`src/rtl/hilo_mult_if.sv`:
```
// hilo_mult_if: issue/result bundle between the EX stage and the Hi/Lo multiply sequencer
// Ports: Start/Op/A/B/ReadHiLo from the pipeline (master), Busy/Stall/Done/Hi/Lo from the sequencer (slave)
interface hilo_mult_if #(parameter int WIDTH = 32);
  logic             Start;
  logic [2:0]       Op;
  logic [WIDTH-1:0] A;
  logic [WIDTH-1:0] B;
  logic             ReadHiLo;
  logic             Busy;
  logic             Stall;
  logic             Done;
  logic [WIDTH-1:0] Hi;
  logic [WIDTH-1:0] Lo;
  modport master (output Start, Op, A, B, ReadHiLo, input Busy, Stall, Done, Hi, Lo);
  modport slave (input Start, Op, A, B, ReadHiLo, output Busy, Stall, Done, Hi, Lo);
endinterface

```
`src/rtl/hilo_mult_controller.sv`:
```
// hilo_mult_controller: radix-2 shift-add MULT/MULTU/MADD/MSUB sequencer owning Hi/Lo, plus MTHI/MTLO
// Ports: Clk, Reset (sync, active-high); bus (hilo_mult_if.slave): Start, Op, A, B, ReadHiLo in; Busy, Stall, Done, Hi, Lo out
// Option: define MULT_EARLY_EXIT_EN to leave MUL as soon as the remaining multiplier is zero
module hilo_mult_controller #(
  parameter int WIDTH = 32
) (
  input logic        Clk,
  input logic        Reset,
  hilo_mult_if.slave bus
);
  localparam int W2 = 2 * WIDTH;
  localparam int CW = $clog2(WIDTH);
  typedef enum logic [1:0] {IDLE, MUL, FIX} state_t;
  state_t           state_q, state_d;
  logic [WIDTH-1:0] hi_q, hi_d, lo_q, lo_d, mplier_q, mplier_d;
  logic [W2-1:0]    mcand_q, mcand_d, prod_q, prod_d, saved_q, saved_d;
  logic [CW-1:0]    cnt_q, cnt_d;
  logic [2:0]       op_q, op_d;
  logic             sign_q, sign_d, done_q, done_d;
  logic             is_mul, is_signed, last_iter;
  logic [WIDTH-1:0] mag_a, mag_b;
  logic [W2-1:0]    p, fix_val;
  always_comb begin
    is_mul    = !bus.Op[2];
    is_signed = bus.Op != 3'd1;
    // 0x80..0 negates to itself and is then read as an unsigned magnitude
    mag_a     = (is_signed && bus.A[WIDTH-1]) ? -bus.A : bus.A;
    mag_b     = (is_signed && bus.B[WIDTH-1]) ? -bus.B : bus.B;
    p         = sign_q ? -prod_q : prod_q;
    fix_val   = op_q == 3'd2 ? saved_q + p : op_q == 3'd3 ? saved_q - p : p;
`ifdef MULT_EARLY_EXIT_EN
    last_iter = (cnt_q == CW'(WIDTH - 1)) || ((mplier_q >> 1) == '0);
`else
    last_iter = cnt_q == CW'(WIDTH - 1);
`endif
    state_d   = state_q;
    hi_d      = hi_q;
    lo_d      = lo_q;
    mplier_d  = mplier_q;
    mcand_d   = mcand_q;
    prod_d    = prod_q;
    saved_d   = saved_q;
    cnt_d     = cnt_q;
    op_d      = op_q;
    sign_d    = sign_q;
    done_d    = 1'b0;
    case (state_q)
      IDLE: begin
        if (bus.Start && is_mul) begin
          mcand_d  = {{WIDTH{1'b0}}, mag_a};
          mplier_d = mag_b;
          sign_d   = is_signed & (bus.A[WIDTH-1] ^ bus.B[WIDTH-1]);
          op_d     = bus.Op;
          saved_d  = {hi_q, lo_q};
          prod_d   = '0;
          cnt_d    = '0;
          state_d  = MUL;
        end else if (bus.Start) begin
          hi_d = bus.Op == 3'd4 ? bus.A : hi_q;
          lo_d = bus.Op == 3'd5 ? bus.A : lo_q;
        end
      end
      MUL: begin
        prod_d   = prod_q + (mplier_q[0] ? mcand_q : '0);
        mcand_d  = mcand_q << 1;
        mplier_d = mplier_q >> 1;
        cnt_d    = cnt_q + 1'b1;
        state_d  = last_iter ? FIX : MUL;
      end
      FIX: begin
        {hi_d, lo_d} = fix_val;
        done_d       = 1'b1;
        state_d      = IDLE;
      end
      default: state_d = IDLE;
    endcase
  end
  always_ff @(posedge Clk) begin
    if (Reset) begin
      state_q  <= IDLE;
      hi_q     <= '0;
      lo_q     <= '0;
      mplier_q <= '0;
      mcand_q  <= '0;
      prod_q   <= '0;
      saved_q  <= '0;
      cnt_q    <= '0;
      op_q     <= '0;
      sign_q   <= 1'b0;
      done_q   <= 1'b0;
    end else begin
      state_q  <= state_d;
      hi_q     <= hi_d;
      lo_q     <= lo_d;
      mplier_q <= mplier_d;
      mcand_q  <= mcand_d;
      prod_q   <= prod_d;
      saved_q  <= saved_d;
      cnt_q    <= cnt_d;
      op_q     <= op_d;
      sign_q   <= sign_d;
      done_q   <= done_d;
    end
  end
  assign bus.Busy  = state_q != IDLE;
  assign bus.Stall = bus.Busy & (bus.Start | bus.ReadHiLo);
  assign bus.Done  = done_q;
  assign bus.Hi    = hi_q;
  assign bus.Lo    = lo_q;
endmodule

```
`src/flat_wrapper.sv`:
```
// flat-port wrapper written by rule: the top's interface ports become plain ports
module hilo_mult_controller_flat 
#(
  parameter int WIDTH = 32
)
  (Clk, Reset, bus_Start, bus_Op, bus_A, bus_B, bus_ReadHiLo, bus_Busy, bus_Stall, bus_Done, bus_Hi, bus_Lo);
  hilo_mult_if #(.WIDTH(WIDTH)) bus_i ();
  input logic Clk;
  input logic Reset;
  input wire logic [$bits(bus_i.Start)-1:0] bus_Start;
  input wire logic [$bits(bus_i.Op)-1:0] bus_Op;
  input wire logic [$bits(bus_i.A)-1:0] bus_A;
  input wire logic [$bits(bus_i.B)-1:0] bus_B;
  input wire logic [$bits(bus_i.ReadHiLo)-1:0] bus_ReadHiLo;
  output wire logic [$bits(bus_i.Busy)-1:0] bus_Busy;
  output wire logic [$bits(bus_i.Stall)-1:0] bus_Stall;
  output wire logic [$bits(bus_i.Done)-1:0] bus_Done;
  output wire logic [$bits(bus_i.Hi)-1:0] bus_Hi;
  output wire logic [$bits(bus_i.Lo)-1:0] bus_Lo;
  assign bus_i.Start = bus_Start;
  assign bus_i.Op = bus_Op;
  assign bus_i.A = bus_A;
  assign bus_i.B = bus_B;
  assign bus_i.ReadHiLo = bus_ReadHiLo;
  assign bus_Busy = bus_i.Busy;
  assign bus_Stall = bus_i.Stall;
  assign bus_Done = bus_i.Done;
  assign bus_Hi = bus_i.Hi;
  assign bus_Lo = bus_i.Lo;
  hilo_mult_controller #(.WIDTH(WIDTH)) u_core (.Clk(Clk), .Reset(Reset), .bus(bus_i));
endmodule
```
`config.mk`:
```
export PLATFORM = sky130hd
export DESIGN_NAME = hilo_mult_controller_flat
export DESIGN_NICKNAME = d
export VERILOG_FILES = /design/src/rtl/hilo_mult_if.sv /design/src/rtl/hilo_mult_controller.sv /design/src/flat_wrapper.sv
export SDC_FILE = /design/constraint.sdc
export NUM_CORES = 1
export LEC_CHECK = 0
export CAP_MARGIN = 20
export CORE_ASPECT_RATIO = 0.8
export CORE_UTILIZATION = 40
export CTS_BUF_LIST = sky130_fd_sc_hd__clkbuf_2 sky130_fd_sc_hd__clkbuf_4 sky130_fd_sc_hd__clkbuf_8
export DETAILED_ROUTE_END_ITERATION = 10
export SKIP_CTS_REPAIR_TIMING = 1
export SLEW_MARGIN = 20
export SYNTH_ARGS = -nofsm -noshare
export SYNTH_HDL_FRONTEND = slang
export SYNTH_SLANG_ARGS = --single-unit
```
`constraint.sdc`:
```
create_clock -name Clk -period 11.7 [get_ports Clk]
set_input_delay 1.755 -clock Clk [delete_from_list [all_inputs] [get_ports Clk]]
set_output_delay 1.755 -clock Clk [all_outputs]
set_load 0.02 [all_outputs]
```
### Yosys cells after proc, flatten, opt, wreduce, memory -nomap -nowiden

Index checks and enable logic that the tools add are counted.

| storage, ports and cells | value |
|---|---|
| flip-flop bits (word level) | 300 |
| input bits | 71 |
| output and inout bits | 67 |
| logic and storage cells | 73 |

| operators by class | value |
|---|---|
| equal/unequal tests | 13 |
| bitwise gates (word level) | 4 |
| reductions and logical operators | 12 |
| mux-type cells | 26 |
| add/sub/neg operators | 7 |

Operators by type and width:

| kind | count |
|---|---|
| $mux W64 | 6 |
| $mux W32 | 9 |
| $pmux W64 S2 | 2 |
| $pmux W32 S2 | 3 |
| $add A64 B64 Y64 | 2 |
| $neg A32 Y32 | 2 |
| $neg A64 Y64 | 1 |
| $sub A64 B64 Y64 | 1 |
| $pmux W5 S2 | 1 |
| $reduce_and A4 Y1 | 2 |
| $eq A3 B2 Y1 const B | 2 |
| $eq A3 B3 Y1 const B | 2 |
| $ne A2 B1 Y1 const B | 3 |
| $reduce_bool A2 Y1 | 3 |
| $add A5 B1 Y5 const B | 1 |
| $eq A5 B5 Y1 const B | 1 |
| $mux W5 | 1 |
| $mux W2 | 2 |
| $ne A2 B2 Y1 const B | 2 |
| $pmux W2 S2 | 1 |
| $reduce_and A2 Y1 | 2 |
| $logic_and A1 B1 Y1 | 3 |
| $ne A3 B1 Y1 const B | 1 |
| $and A1 B1 Y1 | 2 |
| 7 further kinds | 7 |

### Longest topological paths before layout

Gate-level depths: netlist of run 1.

| logic depth | value |
|---|---|
| depth in word-level cells | 6 |
| mapped depth | 25 |
| depth with buffers taken out | 24 |

### Worst setup path after synthesis of run 1

No wires, ideal clock.

| path | value |
|---|---|
| path type | register to register |
| start | register u_core.prod_q[9] |
| end | register u_core.hi_q[31] (netlist: u_core.bus.Hi[31]) |
| clock period less this slack | 5.516 ns |
| path buffers | 1 |
| arrival | 5.393 ns |
| required time | 11.577 ns |
| setup time | 0.123 ns |
| cell stages (with the launch flop) | 23 |
| setup slack | 6.184 ns |
| cell sequence | dfxtp_1 -> or4_1 -> or4_1 -> nor2_1 -> nand3_1 -> o41a_1 -> xnor2_1 -> inv_1 -> ha_1 -> clkbuf_1 -> nand4_1 -> or4_1 -> and3b_1 -> or4_1 -> nor3_1 -> o31ai_2 -> a41o_1 -> o221ai_1 -> o211ai_1 -> o31ai_2 -> mux2i_1 -> xnor2_1 -> o22ai_1 |

| between the ends | value |
|---|---|
| longest elaborated chain between the ends | 6 |
| elaborated cells between the ends (all ways) | 7 |
| classes of those cells | add/sub: 3; mux: 4 |

RTL lines:

| element | RTL line | text |
|---|---|---|
| start, declared | hilo_mult_controller.sv:16 | `logic [W2-1:0] mcand_q, mcand_d, prod_q, prod_d, saved_q, saved_d;` |
| start signal, assigned | hilo_mult_controller.sv:97 | `prod_q <= prod_d;` |
| $neg A64 Y64 | hilo_mult_controller.sv:29 | `p = sign_q ? -prod_q : prod_q;` |
| $mux W64 * | hilo_mult_controller.sv:29 |  |
| $sub A64 B64 Y64 | hilo_mult_controller.sv:30 | `fix_val = op_q == 3'd2 ? saved_q + p : op_q == 3'd3 ? saved_q - p : p;` |
| $mux W64 | hilo_mult_controller.sv:30 |  |
| $mux W64 * | hilo_mult_controller.sv:30 |  |
| $pmux W32 S2 * | hilo_mult_controller.sv:47 | `case (state_q)` |
| end signal, assigned | hilo_mult_controller.sv:93 | `hi_q <= hi_d;` |
| end, declared | hilo_mult_controller.sv:15 | `logic [WIDTH-1:0] hi_q, hi_d, lo_q, lo_d, mplier_q, mplier_d;` |

Every way passes the cells marked *; elsewhere a longest branch is shown, timed or not.
A chain may end at the register's enable or synchronous reset.

### Worst setup path in the final report of run 1

| path | value |
|---|---|
| start | register u_core.prod_q[9] |
| end | register u_core.hi_q[25] (netlist: u_core.bus.Hi[25]) |

Same word-level chain as after synthesis.

==> results of run 1 <==
layout make-up:
type                    count  area [sq um]  area share [%]
clock inverters            12           121           0.424
inverters                 141           529            1.85
multi-input cells        2863         18300            64.0
repair buffers            161          1570            5.48
well taps                 840          1050            3.67
clock buffers              83          1040            3.62
flip-flops and latches    300          6010            21.0
sequential cells by signal, summed over array words and instances (netlist names):
| name | cells |
|---|---|
| u_core.bus.Lo | 32 |
| u_core.saved_q | 64 |
| u_core.state_q | 2 |
| u_core.bus.Hi | 32 |
| u_core.cnt_q | 5 |
| u_core.prod_q | 64 |
| u_core.bus.Done | 1 |
| u_core.sign_q | 1 |
| u_core.mcand_q | 64 |
| u_core.mplier_q | 32 |
| u_core.op_q | 3 |
logic make-up (layout without fill, tap and decap cells):
group	Yosys count	after routing	share of synthesized area [%]
mux	50	50	1.97
fa+ha+maj	185	185	9.12
buf+inv	373	397	5.50
flops	300	300	23.4
simple gates	1197	1197	21.9
xor+xnor	238	238	8.13
compound gates	1193	1193	29.9
power breakdown:
part	switching (mW)	leakage, nW	internal [mW]
sequential	0.0193	2.43	1.04
clock	0.500	0.615	0.605
combinational	0.273	8.71	0.138
layout by cell type (no fill, tap or decap), types with 43 or more instances in the layout:
cell type / netlist / final
inv_1: 139 / 139
a21o_1: 90 / 90
xnor2_1: 139 / 139
nand3_1: 104 / 104
nor2_1: 245 / 243
clkdlybuf4s50_1: 0 / 136
ha_1: 182 / 182
a211oi_1: 61 / 61
a21oi_1: 452 / 452
and2_1: 78 / 78
dfxtp_1: 300 / 298
o21ai_0: 167 / 167
mux2i_1: 46 / 46
clkbuf_8: 0 / 66
o21bai_1: 43 / 43
nand2_1: 484 / 484
a22oi_1: 85 / 85
a31oi_1: 46 / 46
xor2_1: 99 / 99
nor3_1: 51 / 48
metrics by stage:
stage | instances | hold WS [ps]
final | 4400 | 440
after global routing | 4400 | 468
after CTS | 4400 | 425
after detailed placement | 4305 | 455
after global placement | 4305 | 445
after floorplan | 3536 | 440
worst max path at each step:
stage,depth (start not counted),slack [ps],end,startpoint
after floorplan,22,6180,u_core.bus.Hi[31],u_core.prod_q[9]
after global placement,21,5370,u_core.bus.Hi[25],u_core.prod_q[9]
after detailed placement,21,5250,u_core.bus.Hi[31],u_core.prod_q[9]
after CTS,21,5220,u_core.bus.Hi[25],u_core.prod_q[9]
after global routing,21,4680,u_core.bus.Hi[25],u_core.prod_q[9]
final,21,5070,u_core.bus.Hi[25],u_core.prod_q[9]
metal layers:
layer  global-route usage, %  vias to the layer above  share of wire, %
met1                    43.4                    12600                49
met4                    6.60                        0               2.3
met2                    41.0                     1073                41
li1                        -                    12700                 -
met3                    4.50                      140               8.0
met5                       0                        -                 0
critical path: stages, from the launching register on:
cell and delay [ps]:
dfxtp_1 410, or4_1 620, or4_1 440, nor2_1 190, nand3_1 180, o41a_1 390
xnor2_1 250, inv_1 90, ha_1 500, nand4_1 240, or4_1 490, a2111oi_0 360
or4_1 310, nor3_1 160, o31ai_2 570, a21boi_0 200, o21bai_1 310, a21oi_1 130
xnor2_1 160, a21oi_1 110, a221o_1 360, a21oi_1 120
==> impl_metrics.ini, run 1 <==
[grt]
grt_antenna_before_repair = 0
grt_overflow_total = 0
track_usage_pct = 28.4
grt_pass1_vias = 23800
grt_max_degree = 134
grt_pass1_wl_microns = 147000

[final_layout]
design_area_sq_mm = 0.0286
nets = 3776
antenna_cells = 0
fin_util_pct = 45.4
drive_gt1_share_pct = 5.56
fill_cells = 6555
area.growth.synth_to_final_pct = 11.6

[die]
die_x_microns = 285
die-area_sq_mm = 0.0651
start_util_pct = 40.7
core_area_sq_mm = 0.0630
fp-row-count = 82
die_h_microns = 228
pin_count = 138

[timing]
final.setup.tns_ps = 0
min_period_ps = 6630
clock_skew_ps = 50.4
slew_headroom_pct = 23.9
setup_ws_ps = 5070
fmax_mhz = 151
finalHoldViolCount = 0
rsz0062_at_grt = false
slew_violations = 0
setup_viol_count_final = 0
worstMarginPinSlew_ps = 1140
finalCritPeriodShare_pct = 56.7

[critical_path]
crit_arrival_ps = 7250
path_max_fanout = 10
cp.required_ps = 12320
reg2reg_setup_slack_ps = 5070
path_class = register to register
rr_startpoint = u_core.prod_q[9]
rr_worst_depth = 21
cp-start-kind = register
cp-end-kind = register
regToRegEndpoint = u_core.bus.Hi[25]

[drt]
avgRoutedWirePerCell_microns = 21.9
drc = 0
postRouteWirelength_microns = 96500
first_pass_iters = 5
ant_nets = 0
drt-initial-drc-count = 2594
viasPerCell = 6.02
vias = 26500

[worst_hold_path]
worstHoldEndpoint = u_core.mcand_q[57]
hold_class = register to register
hold_path_depth = 2
worstHoldStart = u_core.mcand_q[56]

[placed_design]
dp_hpwl_microns = 71700
portBuffers = 137
dpl_worst_slack_ps = 5250
gp_congestion = 1.01
place_area_sq_mm = 0.0275

[status]
status = finished clean

[power_and_ir_drop]
leakage_nw = 11.8
powerDensity_mw_per_mm2 = 90.1
p_total_mw = 2.58
ir_worst_vdd_v = 0.0000749

[clocking]
cts_made_buffers = 53
ctsRootBufferMaster = clkbuf_8
htreeDepth = 2
clk_path_buf_depth = 3
clk_pin_slew_ps = 70
cts_tree = yes
cts_sinks = 300
clk_latency_ps = 700

[synthesis]
synth_top_area_share_pct = 23.4
yosysTopAreaCell = dfxtp_1
ys_warn_count = 0
yosys_most_used_dff = dfxtp_1
syn_nets = 3792
synthTopCellsByArea = dfxtp_1 23%, ha_1 8.9%, a21oi_1 8.8%, nand2_1 7.1%, xnor2_1 4.7%
synth.most_common_cell = nand2_1
ys_seq_area_share_pct = 23.4
syn_area_sq_mm = 0.0256
synth_area_per_cell_sq_um = 7.25
synth_cells = 3536
yosys-top-cells-count = 484 x nand2_1, 452 x a21oi_1, 300 x dfxtp_1, 245 x nor2_1, 202 x clkbuf_1
synth_edf_count = 0
async_flop_share_pct = 0
ys_ff_latch = 300
synth_cell_type_count = 91

[run]
maxCapViolations = 0
Power figures use the tool's default switching activity.
==> inputs of run 2 (changes only) <==
==> constraint.sdc (replaced) <==
create_clock -name Clk -period 6.25 [get_ports Clk]
set_input_delay 0.9375 -clock Clk [delete_from_list [all_inputs] [get_ports Clk]]
set_output_delay 0.9375 -clock Clk [all_outputs]
set_load 0.02 [all_outputs]
==> run 2 against run 1 <==
Effect of this change: clock skew fell by 8.7 ps; power rose by 100%; hold slack improved by 18 ps; critical path depth rose by 1; final cell count rose by 1.6%; global-route usage rose by 1.4 points; utilization rose by 1.2 points; largest power group unchanged; design area rose by 2.7%; fmax rose by 10%.
==> impl_metrics.ini, run 2 (synthesis gave the netlist of run 1 again) <==
[die]
core_area_sq_mm = 0.0630
die-area_sq_mm = 0.0651
die_h_microns = 228
pin_count = 138
fp-row-count = 82
die_x_microns = 285
start_util_pct = 40.7

[power_and_ir_drop]
powerDensity_mw_per_mm2 = 176
p_total_mw = 5.17
leakage_nw = 12.2
ir_worst_vdd_v = 0.000149

[critical_path]
critical_path.max_stage_delay_ps = 630
rr_startpoint = u_core.prod_q[26]
cp-start-kind = register
regToRegEndpoint = u_core.bus.Hi[31]
cp.required_ps = 6800
crit_arrival_ps = 6570
path_max_fanout = 10
worstSetupPathDepth = 22
startpoint = u_core.prod_q[26]
crit_chain = or3_4 -> nand2b_1 -> nand2b_2 -> nor4_1 -> nand3_1 -> or3_1 -> o31ai_1 -> xor2_1 -> buf_4 -> inv_1 -> ha_1 -> inv_1 -> o21bai_1 -> a21oi_1 -> nor2b_1 -> or4b_2 -> o221ai_1 -> o211ai_1 -> o31ai_2 -> mux2i_1 -> xnor2_1 -> o22ai_1
crit_buf_inv = 3
reg2reg_setup_slack_ps = 230
cp-end-kind = register
critical-path-top-delay-family = simple AND/OR/NAND/NOR gates
critical_path.most_common_cell = inv_1
path_class = register to register
rr_worst_depth = 22
critPathCapture = u_core.bus.Hi[31]
critical-path-slowest-cell = or4b_2

[clocking]
cts_sinks = 300
clk_path_buf_depth = 3
htreeDepth = 2
ctsRootBufferMaster = clkbuf_8
clk_latency_ps = 690
clk_pin_slew_ps = 70
cts_made_buffers = 55
cts_tree = yes

[drt]
drt-initial-drc-count = 3017
viasPerCell = 6.00
postRouteWirelength_microns = 101000
first_pass_iters = 6
ant_nets = 0
avgRoutedWirePerCell_microns = 22.6
drc = 0
vias = 26800

[timing]
min_period_ps = 6020
slew_violations = 0
slew_headroom_pct = 21.8
rsz0062_at_grt = false
finalHoldViolCount = 0
clock_skew_ps = 41.6
finalCritPeriodShare_pct = 96.4
fmax_mhz = 166
final.setup.tns_ps = 0
setup_viol_count_final = 0
worstMarginPinSlew_ps = 1170

[final_layout]
reg_top3 = u_core.mcand_q x64, u_core.prod_q x64, u_core.saved_q x64
multiInputGateArea_sq_mm = 0.0184
antenna_cells = 0
nets = 3844
final_cell_mix = 484 x nand2_1, 452 x a21oi_1, 298 x dfxtp_1
final_cells = 4472
area.growth.synth_to_final_pct = 14.6
drive_gt1_share_pct = 7.74
fin_util_pct = 46.6
regArea_sq_mm = 0.00601
final_common_cell = nand2_1
fill_cells = 6560

[grt]
grt_max_degree = 152
grt_overflow_total = 0
track_usage_pct = 29.8
grt_antenna_before_repair = 0
grt_pass1_vias = 24300
grt_pass1_wl_microns = 152000

[placed_design]
dp_hpwl_microns = 76500
gp_congestion = 1.01
dp.cells = 4367
portBuffers = 137

[run]
maxCapViolations = 0

[status]
status = finished clean

[worst_hold_path]
hold_class = register to register
run 2: cell count changes in the layout (fill, tap and decap cells not counted), sizes merged:
cell,delta
clkinv,+2
clkinvlp,-1
clkbuf,-2
buf,+66
bufinv,+7
run 2: layout make-up:
cell class                      count  area share (%)
Tap cell                          840            3.58
Sequential cell                   300            20.4
Clock buffer                       81            3.50
Multi-Input combinational cell   2863            62.5
Inverter                          141            1.80
Timing Repair Buffer              227            7.07
Clock inverter                     20            1.13
run 2: where the power goes:
part	internal (mW)	total, mW	switching (mW)
logic	0.275	0.798	0.523
clock network	1.43	2.38	0.959
registers	1.95	1.99	0.0387
total	3.65	5.17	1.52
run 2: stage by stage:
stage	area (sq um)	hold slack, ps	worst slack [ps]
floorplan	25600	440	734
global placement	27900	453	124
detailed placement	27900	458	176
CTS	29300	464	172
global route	29400	488	5.41
finish	29400	459	228
run 2: layer usage:
metal | GRT usage, % | part of all wire, %
met2 | 42.6 | 40
met4 | 7.75 | 2.5
met1 | 44.4 | 48
met5 | 0 | 0
met3 | 6.58 | 9.3
run 2: worst min path at each step:
stage                             startpoint                  to  slack, ps  cells after the start
after floorplan           u_core.mcand_q[31]  u_core.mcand_q[32]        440                      2
after global placement    u_core.mcand_q[52]  u_core.mcand_q[53]        450                      2
after detailed placement  u_core.mcand_q[55]  u_core.mcand_q[56]        460                      2
after CTS                 u_core.mcand_q[57]  u_core.mcand_q[58]        460                      2
after global routing      u_core.mcand_q[61]  u_core.mcand_q[62]        490                      2
final                     u_core.mcand_q[57]  u_core.mcand_q[58]        460                      2
run 2: worst register-to-register path, delay by kind of cell, from the launching register on:
family	cells	cell delay, ps
AOI/OAI and AO/OA	7	1330
adders and majority gates	1	340
xor gates and xnor gates	2	320
and+or+nand+nor	8	2810
muxes	1	260
DFF	1	440
buffers and inverters	3	410
